<file path="config.mk">
export PLATFORM = sky130hd
export DESIGN_NAME = branch_ctrl
export DESIGN_NICKNAME = d
export VERILOG_FILES = /design/src/rtl/branch_ctrl.sv
export SDC_FILE = /design/constraint.sdc
export NUM_CORES = 1
export LEC_CHECK = 0
export CORE_MARGIN = 2
export CORE_UTILIZATION = 40
export CTS_CLUSTER_DIAMETER = 50
export DETAILED_ROUTE_END_ITERATION = 12
export GPL_TIMING_DRIVEN = 0
export PLACE_DENSITY = 0.73
export SETUP_SLACK_MARGIN = 0.3
export SLEW_MARGIN = 5
export SYNTH_ARGS = -nofsm -noshare
export SYNTH_HDL_FRONTEND = slang
export SYNTH_SLANG_ARGS = --single-unit
</file>
<file path="constraint.sdc">
create_clock -name clk -period 2.04 [get_ports clk]
set_clock_uncertainty 0.1 [all_clocks]
set_input_delay 0.306 -clock clk [delete_from_list [all_inputs] [get_ports clk]]
set_output_delay 0.306 -clock clk [all_outputs]
set_load 0.01 [all_outputs]
</file>
<file path="src/rtl/branch_ctrl.sv">
// Branch resolution controller: accepts a branch from decode, waits for its
// forwarded operands, drives the shared comparator, reports the outcome and
// issues a one-cycle fetch redirect for taken branches. Keeps resolved/taken
// statistics counters.
module branch_ctrl #(
    parameter int CNT_W = 16
) (
    input  logic             clk,
    input  logic             rst_n,
    input  logic             br_valid,
    output logic             br_ready,
    input  logic [2:0]       br_func,
    input  logic [31:0]      br_pc4,
    input  logic [15:0]      br_off,
    input  logic [31:0]      rs_val,
    input  logic [31:0]      rt_val,
    input  logic             rs_rdy,
    input  logic             rt_rdy,
    input  logic             br_kill,
    output logic [31:0]      cmp_a,
    output logic [31:0]      cmp_b,
    output logic [2:0]       cmp_func,
    input  logic             cmp_y,
    output logic             stall,
    output logic             res_valid,
    output logic             res_taken,
    output logic             redirect_valid,
    output logic [31:0]      redirect_pc,
    output logic             err_func,
    output logic [CNT_W-1:0] cnt_total,
    output logic [CNT_W-1:0] cnt_taken
);

    typedef enum logic [1:0] {
        IDLE  = 2'd0,
        WAIT  = 2'd1,
        EVAL  = 2'd2,
        REDIR = 2'd3
    } state_e;

    state_e           state_q, state_d;
    logic [2:0]       func_q;
    logic [31:0]      target_q;
    logic [31:0]      cmp_a_q, cmp_b_q;
    logic [2:0]       cmp_func_q;
    logic             res_valid_q, res_taken_q;
    logic             redir_valid_q;
    logic [31:0]      redir_pc_q;
    logic             err_q;
    logic [CNT_W-1:0] cnt_total_q, cnt_taken_q;

    logic accept, func_ok, ops_ok, go_eval, resolve;

    assign br_ready = (state_q == IDLE) && !br_kill;
    assign accept   = br_valid && br_ready;
    // codes 6 and 7 are the only illegal ones
    assign func_ok  = !(br_func[2] && br_func[1]);
    // EQ/NE (func[2] set) need rt as well as rs
    assign ops_ok   = rs_rdy && (!func_q[2] || rt_rdy);
    assign go_eval  = (state_q == WAIT) && ops_ok && !br_kill;
    assign resolve  = (state_q == EVAL) && !br_kill;

    // Next-state logic; a kill always wins and returns to IDLE
    always_comb begin
        state_d = state_q;
        if (br_kill) begin
            state_d = IDLE;
        end else begin
            case (state_q)
                IDLE:    if (accept && func_ok) state_d = WAIT;
                WAIT:    if (ops_ok) state_d = EVAL;
                EVAL:    state_d = cmp_y ? REDIR : IDLE;
                REDIR:   state_d = IDLE;
                default: state_d = IDLE;
            endcase
        end
    end

    // State register
    always_ff @(posedge clk or negedge rst_n) begin
        if (!rst_n) state_q <= IDLE;
        else        state_q <= state_d;
    end

    // Capture compare code and branch target at acceptance
    always_ff @(posedge clk or negedge rst_n) begin
        if (!rst_n) begin
            func_q   <= 3'd0;
            target_q <= 32'd0;
        end else if (accept && func_ok) begin
            func_q   <= br_func;
            target_q <= br_pc4 + {{14{br_off[15]}}, br_off, 2'b00};
        end
    end

    // Comparator drive; rt is zeroed for the compare-with-zero forms
    always_ff @(posedge clk or negedge rst_n) begin
        if (!rst_n) begin
            cmp_a_q    <= 32'd0;
            cmp_b_q    <= 32'd0;
            cmp_func_q <= 3'd0;
        end else if (go_eval) begin
            cmp_a_q    <= rs_val;
            cmp_b_q    <= func_q[2] ? rt_val : 32'd0;
            cmp_func_q <= func_q;
        end
    end

    // Outcome, redirect and illegal-code pulses; redirect_pc holds between uses
    always_ff @(posedge clk or negedge rst_n) begin
        if (!rst_n) begin
            res_valid_q   <= 1'b0;
            res_taken_q   <= 1'b0;
            redir_valid_q <= 1'b0;
            redir_pc_q    <= 32'd0;
            err_q         <= 1'b0;
        end else begin
            res_valid_q   <= resolve;
            redir_valid_q <= resolve && cmp_y;
            err_q         <= accept && !func_ok;
            if (resolve) res_taken_q <= cmp_y;
            if (resolve && cmp_y) redir_pc_q <= target_q;
        end
    end

    // Statistics counters, free-running wrap
    always_ff @(posedge clk or negedge rst_n) begin
        if (!rst_n) begin
            cnt_total_q <= '0;
            cnt_taken_q <= '0;
        end else if (resolve) begin
            cnt_total_q <= cnt_total_q + 1'b1;
            if (cmp_y) cnt_taken_q <= cnt_taken_q + 1'b1;
        end
    end

    assign stall          = (state_q != IDLE);
    assign cmp_a          = cmp_a_q;
    assign cmp_b          = cmp_b_q;
    assign cmp_func       = cmp_func_q;
    assign res_valid      = res_valid_q;
    assign res_taken      = res_taken_q;
    assign redirect_valid = redir_valid_q;
    assign redirect_pc    = redir_pc_q;
    assign err_func       = err_q;
    assign cnt_total      = cnt_total_q;
    assign cnt_taken      = cnt_taken_q;

endmodule
</file>
; Word level (Yosys, flattened, before mapping)
; Index checks and enable logic that the tools add are counted.
[classes]
eq_ne = 5
reduce_logical = 18
addsub = 3
muxes = 6
[op_table]
columns = op, count
row1 = "16-bit by 1-bit adder with 16-bit output, second input constant", 2
row2 = 32-bit adder, 1
row3 = 32-bit 2-to-1 mux, 1
row4 = 1-bit logical AND, 10
row5 = 2-bit 2-to-1 mux, 4
row6 = 2-bit case mux with 4 select lines, 1
row7 = "2-bit == test, second input constant", 2
row8 = 2-bit AND reduction, 2
row9 = 1-bit zero test, 3
row10 = "3-bit by 2-bit inequality test with 1-bit output, second input constant", 1
row11 = "3-bit inequality test, second input constant", 1
row12 = "2-bit by 1-bit == test with 1-bit output, second input constant", 1
row13 = 2-bit zero test, 1
row14 = 2-bit nonzero test, 1
row15 = 1-bit logical OR, 1
[totals]
in_bits = 122
output_inout_bits = 137
wordCells = 45
register_bits = 172

; Depth between registers and ports, before layout
; Gate-level depths: netlist of run 1.
[logic_depth]
word_depth = 7
depth_mapped = 10
mapped_depth_nobuf = 10

; Worst setup path after synthesis of run 1
; No wires, ideal clock.
[synth_path]
path_kind = input to register
start = input port br_pc4[15]
end = register target_q[28]
path_stages = 8
t_required_ns = 1.871
arrival_time_ns = 2.308
setup_ns = 0.069
slack_ns = -0.436
path_buffers = 0
path_cell_list = ha_1 > a211oi_2 > o21bai_1 > a21o_1 > a221o_1 > o211a_1 > or4_1 > nand3_1
[synth_via]
elab_chain_len = 1
[synth_rtl]
columns = item, line_no
row1 = "start, declared", 13  ; input logic [31:0] br_pc4,
row2 = 32-bit adder, 92  ; target_q <= br_pc4 + {{14{br_off[15]}}, br_off, 2'b00};
row3 = "end signal, assigned", 92
row4 = "end, declared", 43  ; logic [31:0] target_q;
; Every way passes these cells.
; A chain may end at the register's enable or synchronous reset.

; Final worst setup path of run 1
[layout_path]
start = input port br_off[0]
end = register target_q[28]
[layout_via]
elab_chain_len = 1
[layout_rtl]
columns = item, line_no
row1 = "start, declared", 14  ; input logic [15:0] br_off,
row2 = 32-bit adder, 92
; Every way passes these cells.

==> results of run 1 <==
[cell usage in the layout (no fill, tap or decap), types with 7 or more instances in the layout]
cell type	instances
clkbuf_8	8
dfrtp_1	169
buf_2	12
a21oi_4	7
mux2_4	32
ha_1	10
nand2_4	15
o21ai_2	9
nor2_1	21
xor2_1	13
buf_6	46
inv_1	11
buf_4	80
buf_8	9
a21oi_1	15
dlymetal6s2s_1	41
clkdlybuf4s50_1	82
clkbuf_16	31
xnor2_1	27
nand4_1	20
o21ai_0	36
mux2_2	38
nand3_1	10
o211ai_1	7
a21o_1	18
nand2_2	24
dlygate4sd2_1	102
ha_4	18
nand2_1	94
o21ai_1	15
[stage by stage]
step                worst slack [ps]  total power, mW
floorplan                       -311             6.28
global placement               -6580             8.27
detailed placement             -1320             8.37
CTS                             -118             11.9
global route                    -255             12.7
finish                          -187             12.1
[cell usage after synthesis (2+ instances only)]
cell type    n
a21o_1      18
a211o_1      3
and2_1       4
or2_2        3
mux2_2      70
o31ai_1      5
o21bai_1     3
nor3_1       9
o211a_1      2
nand4_1     20
nor2b_1      4
and3_1      10
and4_1       3
inv_1       13
a41oi_1      2
a21oi_1     28
clkbuf_1    34
nand2b_1     3
a31o_2       2
nor2_1      28
xor2_1      14
nand2_1    133
buf_2        2
ha_1        31
nand3b_1     3
o21ai_0     62
a31oi_1      3
o211ai_1     7
nor4_1       2
nand3_1     19
o21a_1       5
dfrtp_1    172
xnor2_1     33
a211oi_1     7
[kinds of logic after synthesis]
kind of cell / count (synthesis) / synth area share [%]
flops: 172 / 52.2
xor+xnor: 47 / 4.99
buf+inv: 50 / 2.32
compound gates: 159 / 12.1
simple gates: 247 / 13.7
mux: 71 / 9.68
fa+ha+maj: 32 / 4.94
[sequential cells by signal, summed over array words and instances, names as in the netlist, 3 cells and up]
signal       flops
cmp_a           32
cmp_b           32
redirect_pc     32
target_q        32
cnt_taken       16
cnt_total       16
cmp_func         3
func_q           3
[metal layers]
metal	wire (microns)	up-vias
met2	14700	424
met1	10900	3884
met5	0	-
met4	998	0
li1	-	3550
met3	2080	93
[where the power goes]
group	internal (mW)	switching [mW]	total, mW
combinational	2.24	1.88	4.12
sequential	4.24	0.507	4.74
clock	1.67	1.56	3.23
[area by class of cell]
type | count | area (sq um) | area share, %
Multi-Input combinational cell | 556 | 4880 | 34.0
Sequential cell | 172 | 4310 | 30.0
Timing Repair Buffer | 379 | 3690 | 25.7
Buffer | 37 | 492 | 3.43
Clock buffer | 18 | 439 | 3.06
Tap cell | 270 | 338 | 2.35
Clock inverter | 14 | 151 | 1.06
Inverter | 13 | 48.8 | 0.340
[critical path, delay by kind of cell]
| family | cells | cell delay, ps |
|---|---|---|
| AO/OA/AOI/OAI | 4 | 1030 |
| AND/OR/NAND/NOR | 3 | 630 |
| adder cells (fa/ha/maj) | 2 | 370 |
| buffers and inverters | 2 | 160 |
[what timing repair did]
action | in CTS | in global routing
endpoints found under the setup margin | 246 | 171
hold buffers | 1 | 0
pin swaps | 110 | 66
endpoints found under the hold margin | 62 | 0
cloned | 8 | 0
resized for setup | 457 | 138
setup buffers | 91 | 20
[worst min path at each step]
stage | slack [ps] | endpoint | from | cells past startpoint
finish | 90 | target_q[2] | br_pc4[2] | 4
global route | 90 | target_q[2] | br_pc4[2] | 4
CTS | 80 | target_q[2] | br_pc4[2] | 4
detailed placement | 180 | cmp_a[20] | rst_n | 1
global placement | 350 | target_q[0] | target_q[0] | 2
floorplan | -90 | cmp_a[0] | rst_n | 0
==> summary.txt, run 1 <==
Global route
  • Initial antenna violation count: 0
  • Vias in the first global route: 8000
  • GR Util met3: 5.52%
  • Grt ovf: 0
  • Tot GR Track Use: 24.8%
  • Most used routing layer: met2
  • First-pass GRT wire length: 42600 microns
  • Met1 Use GR: 29.3%
  • Largest net degree at the start of global routing: 111
  • Met2 Use GR: 44.3%

Floorplanning
  • DIE WIDTH: 148 microns
  • Die footprint: 21800 sq um
  • Ports: 259
  • Core Area: 20200 sq um
  • Row count: 52
  • Die height: 148 microns
  • Starting Density: 40.8%

Synth
  • Mapped cell area: 8250 sq um
  • Sequential fraction of the synthesis area: 52.2%
  • Cell variety after synth: 55
  • Largest area contributor in the netlist: dfrtp_1
  • Post-Syn Nets: 932
  • Post-Syn Instances: 778
  • Yosys top cell area share: 52.2%
  • Synth top area cells: dfrtp_1 (52%), mux2_2 (9.6%), nand2_1 (6.1%)
  • Predominant post-synthesis flop cell: dfrtp_1
  • EDFF count, synth: 0
  • Number of synthesized register bits: 172
  • Avg Cell Area, Syn: 10.6 sq um
  • Ys async rst share: 100%
  • YS warnings: 0

Cells and area
  • Fraction of layout cells with a size suffix above 1: 36.9%
  • Final std cells w/o fill: 1459
  • P&R area growth vs syn: 73.9%
  • Final Cell Area: 14300 sq um
  • Diode count: 0
  • Fin nets: 1330
  • Fill cell count: 1386
  • Final core utilization: 70.9%

Worst setup path
  • CP Launch Point: br_off[0]
  • Worst Path Arrival: 2500 ps
  • Most used cell along the critical path: o211a_4
  • Reg2reg start: state_q[0]
  • Crit Path Class: input port to flip-flop
  • Worst Setup EP: target_q[28]
  • Slowest-stage cell, CP: or4_4
  • Crit path launch type: input port
  • Critical-path maximum fanout: 4
  • Slowest Stage Delay on Critical Path: 510 ps
  • Worst path cell trace: buf_6 -> ha_4 -> inv_2 -> fa_2 -> nor2b_2 -> o2111a_1 -> o21a_1 -> o211a_4 -> o211a_4 -> or4_4 -> nand3_2
  • R2R setup slack: 20 ps
  • Register-to-Register Path Depth: 9
  • Critical R2R Capture: cnt_taken[15]
  • Crit. End Element: flip-flop
  • Critical path required time: 2310 ps

Timing
  • FMAX: 449 MHz
  • Final setup viols: 10
  • Max Slew Vio Count: 0
  • Setup TNS: -1170 ps
  • Final hold violations: 0
  • Worst Hold Slack: 92.4 ps
  • RSZ-0062 raised after global routing: yes
  • Headroom to the max-slew limit: 62.1%
  • Worst-margin pin slew: 568 ps
  • Tmin final: 2230 ps
  • Final Cycle Share: 109%
  • Worst setup margin: -187 ps

Clocking
  • Total CTS buffers: 17
  • Max clock buf depth: 2
  • CTS clk-pin slew, worst paths: 70 ps
  • CTS root buf: clkbuf_16
  • Clock Latency Late Sink: 430 ps
  • H-Tree Level Count: 4
  • # clock sinks: 172
  • CTS tree: built

Hold path
  • Hold crit path type: input port to flip-flop

Outcome
  • Failing checks: setup timing
  • Outcome: complete, but fails checks

Drt
  • First-pass DRT Iterations: 5
  • Final wirelength: 28600 microns
  • Antenna-violating nets left: 0
  • Routed via count: 7951
  • DR vias/cell: 5.45
  • Avg WL per Cell: 19.6 microns
  • Post-route DRC violation count: 0
  • Iter 0 DRT Violations: 463

Power and ir drop
  • Peak supply drop: 0.000565 V
  • Leak: 7.36 nW
  • Pwr dens: 844 nW/um^2

Place
  • Port bufs: 258
  • Dpl cells: 1307
  • RePlAce Congestion: 0.858
  • DP Area: 11600 sq um
  • Post-detail-place hpwl: 17300 microns

Run
  • Max-cap viol count: 0
(Power assumes the default switching activity.)
==> run 2, diff against run 1 <==
--- a/config.mk
+++ b/config.mk
@@ -5,6 +5,7 @@
 export SDC_FILE = /design/constraint.sdc
 export NUM_CORES = 1
 export LEC_CHECK = 0
+export CORE_ASPECT_RATIO = 1.1
 export CORE_MARGIN = 2
 export CORE_UTILIZATION = 40
 export CTS_CLUSTER_DIAMETER = 50
==> summary.txt, run 2 (synthesis results as in run 1) <==
Cells and area
  • Final core utilization: 72.0% (was 70.9%)
  • Fin nets: 1335 (was 1330)
  • P&R area growth vs syn: 78.5% (was 73.9%)
  • Most frequent cells in the layout: dfrtp_1 (169), nand2_1 (88), dlygate4sd2_1 (88) (was dfrtp_1 (169), dlygate4sd2_1 (102), nand2_1 (94))
  • Final Cell Area: 14700 sq um (was 14300 sq um)
  • Fraction of layout cells with a size suffix above 1: 38.2% (was 36.9%)
  • Most common cell after layout, fill and taps aside: dfrtp_1 (unchanged)
  • Final std cells w/o fill: 1451 (was 1459)

Global route
  • First-pass GRT wire length: 41900 microns (was 42600 microns)
  • Largest net degree at the start of global routing: 109 (was 111)
  • Vias in the first global route: 7933 (was 8000)
  • Grt ovf: 0 (unchanged)
  • Tot GR Track Use: 24.3% (was 24.8%)
  • Initial antenna violation count: 1 (was 0)

Timing
  • Tmin final: 2170 ps (was 2230 ps)
  • RSZ-0062 raised after global routing: yes (unchanged)
  • Max Slew Vio Count: 0 (unchanged)
  • Worst Hold Slack: 95.8 ps (was 92.4 ps)
  • Final Cycle Share: 106% (was 109%)
  • Final setup viols: 13 (was 10)
  • FMAX: 461 MHz (was 449 MHz)
  • Final hold violations: 0 (unchanged)
  • Worst-margin pin slew: 583 ps (was 568 ps)
  • Worst setup margin: -131 ps (was -187 ps)
  • Setup TNS: -699 ps (was -1170 ps)
  • Headroom to the max-slew limit: 61.2% (was 62.1%)

Worst setup path
  • R2R setup slack: -50 ps (was 20 ps)
  • Crit path buf inv count: 4 (was 2)
  • Crit. End Element: flip-flop (unchanged)
  • Critical R2R Capture: cnt_total[14] (was cnt_taken[15])
  • Worst Setup EP: target_q[22] (was target_q[28])
  • Crit path launch type: input port (unchanged)
  • Slowest-stage cell, CP: o211a_4 (was or4_4)
  • Most used cell along the critical path: buf_6 (was o211a_4)
  • Worst Path Arrival: 2390 ps (was 2500 ps)
  • Slowest Stage Delay on Critical Path: 270 ps (was 510 ps)
  • Top delay family on crit path: compound AO/OA/AOI/OAI gates (unchanged)
  • Critical path required time: 2260 ps (was 2310 ps)
  • Critical-path maximum fanout: 3 (was 4)
  • Crit Path Class: input port to flip-flop (unchanged)
  • Reg2reg start: state_q[0] (unchanged)
  • CP Depth: 13 (was 11)
  • Register-to-Register Path Depth: 9 (unchanged)
  • Worst path cell trace: buf_6 -> ha_4 -> inv_2 -> fa_2 -> nor2b_2 -> o2111a_1 -> o21a_2 -> o211a_4 -> buf_4 -> buf_6 -> o211ai_1 -> a211o_1 -> nand3_1 (was buf_6 -> ha_4 -> inv_2 -> fa_2 -> nor2b_2 -> o2111a_1 -> o21a_1 -> o211a_4 -> o211a_4 -> or4_4 -> nand3_2)
  • CP Launch Point: br_off[0] (unchanged)

Place
  • Dpl cells: 1293 (was 1307)
  • Post-detail-place hpwl: 16800 microns (was 17300 microns)
  • Post-place setup slack: -1300 ps (was -1320 ps)
  • DP Area: 11500 sq um (was 11600 sq um)
  • Port bufs: 258 (unchanged)
  • RePlAce Congestion: 0.860 (was 0.858)

Drt
  • Routed via count: 7893 (was 7951)
  • Antenna-violating nets left: 0 (unchanged)
  • Post-route DRC violation count: 0 (unchanged)
  • DR vias/cell: 5.44 (was 5.45)
  • Final wirelength: 28700 microns (was 28600 microns)
  • Avg WL per Cell: 19.8 microns (was 19.6 microns)
  • First-pass DRT Iterations: 5 (unchanged)
  • Iter 0 DRT Violations: 426 (was 463)

Floorplanning
  • Die footprint: 21800 sq um (about the same)
  • Starting Density: 40.4% (was 40.8%)
  • Die height: 155 microns (was 148 microns)
  • Ports: 259 (unchanged)
  • DIE WIDTH: 141 microns (was 148 microns)
  • Core Area: 20400 sq um (was 20200 sq um)
  • Row count: 55 (was 52)

Outcome
  • Failing checks: setup timing (unchanged)
  • Outcome: complete, but fails checks (unchanged)

Hold path
  • Hold crit path type: input port to flip-flop (unchanged)

Clocking
  • Total CTS buffers: 17 (unchanged)
  • H-Tree Level Count: 4 (unchanged)
  • CTS tree: built (unchanged)
  • # clock sinks: 172 (unchanged)
  • Max clock buf depth: 2 (unchanged)
  • Clock Latency Late Sink: 430 ps (about the same)
  • CTS clk-pin slew, worst paths: 70 ps (about the same)
  • CTS root buf: clkbuf_16 (unchanged)

Power and ir drop
  • Leak: 7.76 nW (was 7.36 nW)
  • Pwr dens: 843 nW/um^2 (was 844 nW/um^2)
  • Tot Pwr: 12.4 mW (was 12.1 mW)
  • Peak supply drop: 0.000512 V (was 0.000565 V)

Run
  • Max-cap viol count: 0 (unchanged)
-- run 2: cell type report --
cell class,instances,area [sq um]
inverter,13,48.8
timing repair buffer,383,3850
clock buffer,19,453
fill,1362,5720
sequential,172,4310
clock inverter,13,153
tap,256,320
buffer,37,538
antenna,1,2.50
multi-input combinational,557,5050
-- run 2: worst min path at each step --
stage | startpoint | to | slack, ps | depth (start not counted)
floorplan | rst_n | cmp_a[0] | -90 | 0
global placement | target_q[0] | target_q[0] | 350 | 2
detailed placement | rst_n | cmp_b[25] | 190 | 1
CTS | br_pc4[2] | target_q[2] | 80 | 4
global route | br_pc4[2] | target_q[2] | 100 | 4
finish | br_pc4[2] | target_q[2] | 100 | 4
-- run 2: timing repair --
action                                 in CTS  in global routing
setup endpoints to repair                 238                218
setup buffers                              93                 18
gates cloned                                8                  5
resized for setup                         479                203
hold buffers                                1                  0
endpoints found under the hold margin      64                  0
pin swaps                                 133                 66
-- run 2: metal layers --
layer	track usage [%]	vias up	wire length (microns)
met5	0	-	0
met4	11.5	0	1210
met3	4.52	89	1600
met2	43.6	354	14800
met1	28.1	3878	11100
li1	-	3572	-
-- run 2: power breakdown --
group          internal (mW)  switching (mW)  leakage [nW]  total [mW]
clock                   1.90            1.46         0.293        3.36
sequential              4.24           0.511          2.24        4.75
combinational           2.40            1.90          5.23        4.30
total                   8.54            3.87          7.76        12.4
-- run 2: worst min-delay path, stage by stage --
cell and delay (ps):
buf_6 70, ha_4 120, nand2_2 40, nand2_1 50
